File: src/rtl/minilab0_pkg.sv
`default_nettype none
// ============================================================================
//  Module      : minilab0_pkg
//  Description : Shared types, sizes, fill data and 7-segment glyph decoder.
//  Revision    : 1.0  initial release
// ============================================================================
package minilab0_pkg;

    localparam int DEPTH  = 8;
    localparam int DATA_W = 8;
    localparam int ACC_W  = 24;

    typedef enum logic [1:0] {
        FILL = 2'd0,
        EXEC = 2'd1,
        DONE = 2'd2
    } state_t;

    localparam logic [DATA_W-1:0] c_fill_a [DEPTH] = '{8'd5,  8'd10, 8'd15, 8'd20,
                                                       8'd25, 8'd30, 8'd35, 8'd40};
    localparam logic [DATA_W-1:0] c_fill_b [DEPTH] = '{8'd10, 8'd20, 8'd30, 8'd40,
                                                       8'd50, 8'd60, 8'd70, 8'd80};

    // Active-low glyphs, bit order gfedcba.
    function automatic logic [6:0] seg7(input logic [3:0] nib);
        logic [6:0] seg;
        case (nib)
            4'h0: seg = 7'h40;
            4'h1: seg = 7'h79;
            4'h2: seg = 7'h24;
            4'h3: seg = 7'h30;
            4'h4: seg = 7'h19;
            4'h5: seg = 7'h12;
            4'h6: seg = 7'h02;
            4'h7: seg = 7'h78;
            4'h8: seg = 7'h00;
            4'h9: seg = 7'h10;
            4'hA: seg = 7'h08;
            4'hB: seg = 7'h03;
            4'hC: seg = 7'h46;
            4'hD: seg = 7'h21;
            4'hE: seg = 7'h06;
            default: seg = 7'h0E;
        endcase
        return seg;
    endfunction

endpackage
`default_nettype wire

File: src/rtl/fifo.sv
`default_nettype none
// ============================================================================
//  Module      : fifo
//  Description : Synchronous first-word-fall-through FIFO; overflow and
//                underflow requests are dropped.
//  Revision    : 1.0  initial release
// ============================================================================
module fifo #(
    parameter int DEPTH  = 8,
    parameter int DATA_W = 8
) (
    input  logic              clk,
    input  logic              rst,
    input  logic              wr_en,
    input  logic              rd_en,
    input  logic [DATA_W-1:0] din,
    output logic [DATA_W-1:0] dout,
    output logic              full,
    output logic              empty
);

    localparam int c_ptr_w = $clog2(DEPTH);
    localparam int c_cnt_w = $clog2(DEPTH + 1);

    logic [DATA_W-1:0]  r_mem [DEPTH];
    logic [c_ptr_w-1:0] r_wr_ptr;
    logic [c_ptr_w-1:0] r_rd_ptr;
    logic [c_cnt_w-1:0] r_count;
    logic               w_do_wr;
    logic               w_do_rd;

    assign full    = (r_count == c_cnt_w'(DEPTH));
    assign empty   = (r_count == '0);
    assign w_do_wr = wr_en & ~full;
    assign w_do_rd = rd_en & ~empty;
    assign dout    = r_mem[r_rd_ptr];

    always_ff @(posedge clk) begin
        if (w_do_wr) begin
            r_mem[r_wr_ptr] <= din;
        end
    end

    always_ff @(posedge clk) begin
        if (rst) begin
            r_wr_ptr <= '0;
            r_rd_ptr <= '0;
            r_count  <= '0;
        end else begin
            if (w_do_wr) begin
                r_wr_ptr <= r_wr_ptr + c_ptr_w'(1);
            end
            if (w_do_rd) begin
                r_rd_ptr <= r_rd_ptr + c_ptr_w'(1);
            end
            case ({w_do_wr, w_do_rd})
                2'b10:   r_count <= r_count + c_cnt_w'(1);
                2'b01:   r_count <= r_count - c_cnt_w'(1);
                default: r_count <= r_count;
            endcase
        end
    end

endmodule
`default_nettype wire

File: src/rtl/minilab0.sv
`default_nettype none
// ============================================================================
//  Module      : minilab0
//  Description : Fills two FIFOs with constant data, multiply-accumulates
//                their contents and shows the 24-bit result on HEX5..HEX0.
//  Revision    : 1.0  initial release
// ============================================================================
module minilab0
    import minilab0_pkg::*;
(
    input  logic       CLOCK_50,
    input  logic       CLOCK2_50,
    input  logic       CLOCK3_50,
    input  logic       CLOCK4_50,
    input  logic [3:0] KEY,
    input  logic [9:0] SW,
    output logic [6:0] HEX0,
    output logic [6:0] HEX1,
    output logic [6:0] HEX2,
    output logic [6:0] HEX3,
    output logic [6:0] HEX4,
    output logic [6:0] HEX5,
    output logic [9:0] LEDR
);

    localparam int c_cnt_w  = $clog2(DEPTH);
    localparam int c_prod_w = 2 * DATA_W;

    logic                rst;
    state_t              r_state;
    logic [c_cnt_w-1:0]  r_fill_cnt;
    logic [c_cnt_w-1:0]  r_exec_cnt;
    logic [ACC_W-1:0]    r_acc;
    logic                w_wr_en;
    logic                w_rd_en;
    logic [DATA_W-1:0]   w_a_head;
    logic [DATA_W-1:0]   w_b_head;
    logic                w_a_full, w_a_empty, w_b_full, w_b_empty;
    logic [c_prod_w-1:0] w_prod;
    logic                w_show;
    logic                w_unused;

    assign rst      = ~KEY[0];
    assign w_unused = ^{CLOCK2_50, CLOCK3_50, CLOCK4_50, KEY[3:1], SW[9:1],
                        w_a_full, w_a_empty, w_b_full, w_b_empty};

    assign w_wr_en = (r_state == FILL);
    assign w_rd_en = (r_state == EXEC);

    fifo #(.DEPTH(DEPTH), .DATA_W(DATA_W)) u_fifo_a (
        .clk   (CLOCK_50),
        .rst   (rst),
        .wr_en (w_wr_en),
        .rd_en (w_rd_en),
        .din   (c_fill_a[r_fill_cnt]),
        .dout  (w_a_head),
        .full  (w_a_full),
        .empty (w_a_empty)
    );

    fifo #(.DEPTH(DEPTH), .DATA_W(DATA_W)) u_fifo_b (
        .clk   (CLOCK_50),
        .rst   (rst),
        .wr_en (w_wr_en),
        .rd_en (w_rd_en),
        .din   (c_fill_b[r_fill_cnt]),
        .dout  (w_b_head),
        .full  (w_b_full),
        .empty (w_b_empty)
    );

    assign w_prod = c_prod_w'(w_a_head) * c_prod_w'(w_b_head);

    // Counters leave their state on the last element, so each phase lasts DEPTH cycles.
    always_ff @(posedge CLOCK_50) begin
        if (rst) begin
            r_state    <= FILL;
            r_fill_cnt <= '0;
            r_exec_cnt <= '0;
            r_acc      <= '0;
        end else begin
            case (r_state)
                FILL: begin
                    r_fill_cnt <= r_fill_cnt + c_cnt_w'(1);
                    if (r_fill_cnt == c_cnt_w'(DEPTH - 1)) begin
                        r_state <= EXEC;
                    end
                end
                EXEC: begin
                    r_acc      <= r_acc + {{(ACC_W - c_prod_w){1'b0}}, w_prod};
                    r_exec_cnt <= r_exec_cnt + c_cnt_w'(1);
                    if (r_exec_cnt == c_cnt_w'(DEPTH - 1)) begin
                        r_state <= DONE;
                    end
                end
                DONE: begin
                    r_state <= DONE;
                end
                default: begin
                    r_state <= FILL;
                end
            endcase
        end
    end

    assign w_show = (r_state == DONE) && SW[0];

    assign HEX0 = w_show ? seg7(r_acc[3:0])   : 7'h7F;
    assign HEX1 = w_show ? seg7(r_acc[7:4])   : 7'h7F;
    assign HEX2 = w_show ? seg7(r_acc[11:8])  : 7'h7F;
    assign HEX3 = w_show ? seg7(r_acc[15:12]) : 7'h7F;
    assign HEX4 = w_show ? seg7(r_acc[19:16]) : 7'h7F;
    assign HEX5 = w_show ? seg7(r_acc[23:20]) : 7'h7F;

    assign LEDR = {8'd0, r_state};

endmodule
`default_nettype wire

File: config.mk
export PLATFORM = sky130hd
export DESIGN_NAME = minilab0
export DESIGN_NICKNAME = d
export VERILOG_FILES = /design/src/rtl/minilab0_pkg.sv /design/src/rtl/fifo.sv /design/src/rtl/minilab0.sv
export SDC_FILE = /design/constraint.sdc
export NUM_CORES = 1
export LEC_CHECK = 0
export BUFFER_PORTS_ARGS = -buffer_cell sky130_fd_sc_hd__buf_2
export CAP_MARGIN = 0
export CORE_MARGIN = 2
export CORE_UTILIZATION = 55
export DETAILED_ROUTE_END_ITERATION = 10
export MAX_ROUTING_LAYER = met4
export PLACE_DENSITY = 0.76
export SKIP_CTS_REPAIR_TIMING = 1
export SYNTH_ARGS = -nofsm -noshare
export SYNTH_HDL_FRONTEND = slang
export SYNTH_HIERARCHICAL = 1
export SYNTH_SLANG_ARGS = --single-unit
File: constraint.sdc
create_clock -name CLOCK_50 -period 6.3 [get_ports CLOCK_50]
set_input_delay 0.315 -clock CLOCK_50 [delete_from_list [all_inputs] [get_ports CLOCK_50]]
set_output_delay 0.315 -clock CLOCK_50 [all_outputs]
set_load 0.02 [all_outputs]
# ---- Word level (Yosys, flattened, before mapping)
# Memory sizes are Yosys's and may differ from the RTL's. A register that Yosys moved wholly into a read port is not among the register bits.
# Cells that the tools add are included.
dict set report word_totals {
  reg_bits 52
  latchBits 0
  ram_bits 128
  rom_bits 800
  input_bits 18
  output_inout_bits 52
  wordCells 96
  n_memories 10
}
# memory depth word_bits read_ports rd_ports_with_merged_regs wr line
set mem_list {}
lappend mem_list {{(name not given)} 16 7 1 1 0 minilab0_pkg.sv:27} ;# case (nib)
lappend mem_list {{(name not given)} 16 7 1 1 0 minilab0_pkg.sv:27}
lappend mem_list {{(name not given)} 16 7 1 1 0 minilab0_pkg.sv:27}
lappend mem_list {{(name not given)} 16 7 1 1 0 minilab0_pkg.sv:27}
lappend mem_list {{(name not given)} 16 7 1 1 0 minilab0_pkg.sv:27}
lappend mem_list {{(name not given)} 16 7 1 1 0 minilab0_pkg.sv:27}
lappend mem_list {{4 more memories} -- -- -- -- -- --}
dict set report op_classes {
  addsub 11
  n_mul 1
  div_mod_pow 0
  magnitude_cmp 1
  n_eq_ne 12
  n_shift 0
  mux 35
  n_bitwise 9
  n_reduce_logical 7
}
# op count
set op_table {}
lappend op_table {{$mux W4} 12}
lappend op_table {{$mux W7} 6}
lappend op_table {{$mux W8} 4}
lappend op_table {{$add A24 B16 Y24} 1}
lappend op_table {{$add A3 B1 Y3 const B} 6}
lappend op_table {{$mul A8 B8 Y16} 1}
lappend op_table {{$pmux W4 S2} 2}
lappend op_table {{$mux W3} 4}
lappend op_table {{$add A4 B1 Y4 const B} 2}
lappend op_table {{$eq A4 B4 Y1 const B} 2}
lappend op_table {{$logic_not A4 Y1} 2}
lappend op_table {{$sub A4 B1 Y4 const B} 2}
lappend op_table {{$eq A2 B1 Y1 const B} 3}
lappend op_table {{$eq A2 B2 Y1 const B} 3}
lappend op_table {{$eq A3 B3 Y1 const B} 2}
lappend op_table {{$pmux W2 S3} 1}
lappend op_table {{$and A1 B1 Y1} 4}
lappend op_table {{$ge A4 B4 Y1 const B} 1}
lappend op_table {{$mux W1} 4}
lappend op_table {{$mux W2} 2}
lappend op_table {{$ne A2 B2 Y1 const B} 2}
lappend op_table {{$not A1 Y1} 4}
lappend op_table {{$not A3 Y4} 1}
lappend op_table {{$reduce_bool A2 Y1} 2}
lappend op_table {{3 further kinds} 3}

# ---- Depth between registers and ports, before layout
dict set report logic_depth {
  word_depth 5
  depth_mapped 28
}

# ---- Modules after synthesis
# Netlist, hierarchy kept.
# module n_inst cells_per_inst area_per_inst_um2 seq_area_each_um2
set by_module_without_submodules {}
lappend by_module_without_submodules {minilab0 1 801 6899.1 1481.4}
lappend by_module_without_submodules {{fifo at u_fifo_a} 1 167 3151.8 2182.1}
lappend by_module_without_submodules {{fifo at u_fifo_b} 1 167 3150.5 2182.1}

# ---- Least setup slack after synthesis
# OpenSTA, ideal clock, no wires.
dict set report synth_timing {
  path_kind {reg-to-reg}
  from {register (tool-made name)}
  to {register (tool-made name)}
  arrival_ps 6207
  required_ps 6181
  setup_slack_ps -26
  path_stages_with_launch 26
  path_buffers 3
  synth_period_minus_slack_ps 6326
  path_cell_list {dfxtp_1 > buf_6 > buf_6 > mux4_2 > mux2_2 > clkbuf_1 > nand2_1 > fa_1 > inv_1 > fa_1 > fa_1 > inv_1 > fa_1 > inv_1 > ha_1 > and2_4 > a221oi_2 > a21oi_2 > o2111ai_4 > a31oi_1 > and4b_1 > nor3_2 > inv_1 > ha_1 > or3_1 > o221a_2}
}

==> metrics.md <==
| Metric | Value |
|---|---|
| IO Port Bufs | 46 |
| DR pass1 iterations | 5 |
| Clock power share | 25.1% |
| Sw frac | 33.62% |
| Drt wl/cell | 16.16 µm |
| Maximum clock insertion buffer count | 3 |
| Largest net degree at the start of global routing | 43 |
| Crit end category | flop |
| Vias | 8610 |
| PwrDens | 365.7 nW/µm² |
| FP Rows | 56 |
| Htree depth | 1 |
| RSZ-0062 raised after global routing | true |
| CTS Root Cell | clkbuf_16 |
| Worst endpoint required time | 6.70 ns |
| Combinational power share | 45.3% |
| Clock slew at reported path FFs | 0.06 ns |
| Hold Crit Class | in2reg |
| Worst hold start | KEY[0] |
| Worst R2R Setup Slack | 0.09 ns |
| Register-to-Register Path Depth | 24 |
| Worst EP arrival | 6.61 ns |
| Outcome | complete, no violations |
| Residual DRC | 0 |
| Relative slew slack | 37.71% |
| Die height | 158.8 µm |
| Commonest non-fill, non-tap cells in the layout | inv_1 (128), edfxtp_1 (128), dfxtp_1 (98), buf_4 (91), ha_1 (81) |
| FMAX | 160.9 MHz |
| Worst Skew | 0.008804 ns |
| Core region area | 23470 µm² |
| Worst IR Drop VDD | 0.3352 mV |
| First-pass GRT wire length | 41.62 mm |
| Placer Congestion | 0.8496 |
| Die ar. | 25220 µm² |
| CTS tree | built |
| Startpoint types | flop |
| Syn Area/Cell | 11.65 µm² |
| Starting Density | 56.16% |
| Period utilization | 98.64% |
| Syn. warnings | 6 |
| Crit Path Category | reg2reg |
| Share of power burned in registers | 29.7% |
| Layout Cells excl Fill | 1636 |
| Detailed Route WL | 26.44 mm |
| Net Sw Power | 1.935 mW |
| GRT Residual Overflow | 0 |
| Gr usage total | 20.61% |
| Leak | 6.524 nW |
| Final setup fails | 0 |
| Io pins | 70 |
| Post-Layout Inst Area | 15740 µm² |
| Dpl hpwl | 17.48 mm |
| Internal power | 3.821 mW |
| Initial antenna violation count | 0 |
| Worst-Skew Late Latency | 0.53 ns |
| DR iter-0 viols | 466 |
| Area delta synth->final | 19.41% |
| Mapped cell area | 13180 µm² |
| Fin. max-slew vios | 0 |
| Die Wd | 158.8 µm |
| Worst slew pin tran | 0.9321 ns |
| Hold path depth | 3 |
| Nets | 1462 |
| Power, Total | 5.756 mW |
| Max-cap violations | 0 |
| Hold Violations, Final | 0 |
| Layout cells sized above 1 | 28.47% |
| Num CTS Buffers | 24 |
| Antenna-violating nets left | 0 |
| Synth Instances | 1131 |
| Diodes inserted | 0 |
| CP max FO | 8 |
| Area post-placement | 14360 µm² |
| # clock sinks | 228 |
| Post-DR vias/cell | 5.263 |
| Post-layout min period | 6.215 ns |
| Post-Place Cells | 1571 |
| Vias in the first global route | 8611 |
routing by layer:
| layer | wire length, µm | share of wire (%) | vias up | GRT usage (%) |
|---|---|---|---|---|
| met1 | 11270 | 43 | 4192 | 24.94 |
| met5 | 0 | 0 | - | - |
| met4 | 563 | 2.1 | 0 | 4.671 |
| li1 | - | - | 4205 | - |
| met3 | 858 | 3.2 | 39 | 2.456 |
| met2 | 13740 | 52 | 174 | 37.04 |
worst max-delay path, stage by stage (launching register included):
cell	delay [ns]
dfxtp_4	0.38
clkbuf_16	0.17
mux4_2	0.51
mux2_4	0.33
buf_6	0.14
nand2_2	0.07
fa_1	0.43
inv_2	0.07
fa_1	0.41
ha_1	0.29
inv_1	0.04
fa_1	0.49
inv_2	0.05
fa_2	0.39
a211oi_2	0.26
o21ai_2	0.09
o211ai_1	0.36
nand3_1	0.19
and2b_1	0.22
xnor2_2	0.17
a211oi_4	0.32
ha_1	0.32
nand2b_4	0.15
o211ai_1	0.09
o21ai_1	0.13
worst max-delay path by stage:
stage          from  depth (start not counted)    to  slack, ns
2_1_floorplan  flop                         24  flop      0.003
3_3_place_gp   flop                         21  flop      -0.06
3_5_place_dp   flop                         24  flop      -0.17
4_1_cts        flop                         24  flop      -0.22
5_1_grt        flop                         24  flop      -0.09
6_report       flop                         24  flop       0.09
metrics by stage:
step / TNS [ns] / setup slack [ns] / hold slack (ns) / utilization [%]
global placement: -0.2570 / -0.06465 / 0.4795 / 61.16
global route: -0.6452 / -0.08747 / 0.4062 / 67.06
detailed placement: -1.653 / -0.1730 / 0.4992 / 61.16
CTS: -2.644 / -0.2231 / 0.3048 / 64.62
finish: 0 / 0.08547 / 0.3699 / 67.06
floorplan: 0 / 0.003292 / 0.4647 / -
layout make-up:
type | instances | area (µm²)
clock buffer | 33 | 654.4
timing repair buffer | 150 | 1126
fill | 1634 | 7732
inverter | 142 | 535.5
multi-input combinational | 753 | 7014
tap | 319 | 399.1
clock inverter | 11 | 157.7
sequential | 228 | 5853
power groups by stage:
stage	clock, mW	combinational (mW)	sequential (mW)
after CTS	1.47	2.13	1.71
after global placement	0	2.03	1.73
after detailed placement	0	2.11	1.74
after global routing	1.52	2.91	1.71
final	1.44	2.61	1.71
after floorplan	0	1.44	1.72
No activity file was read; power rests on OpenSTA's default activity.
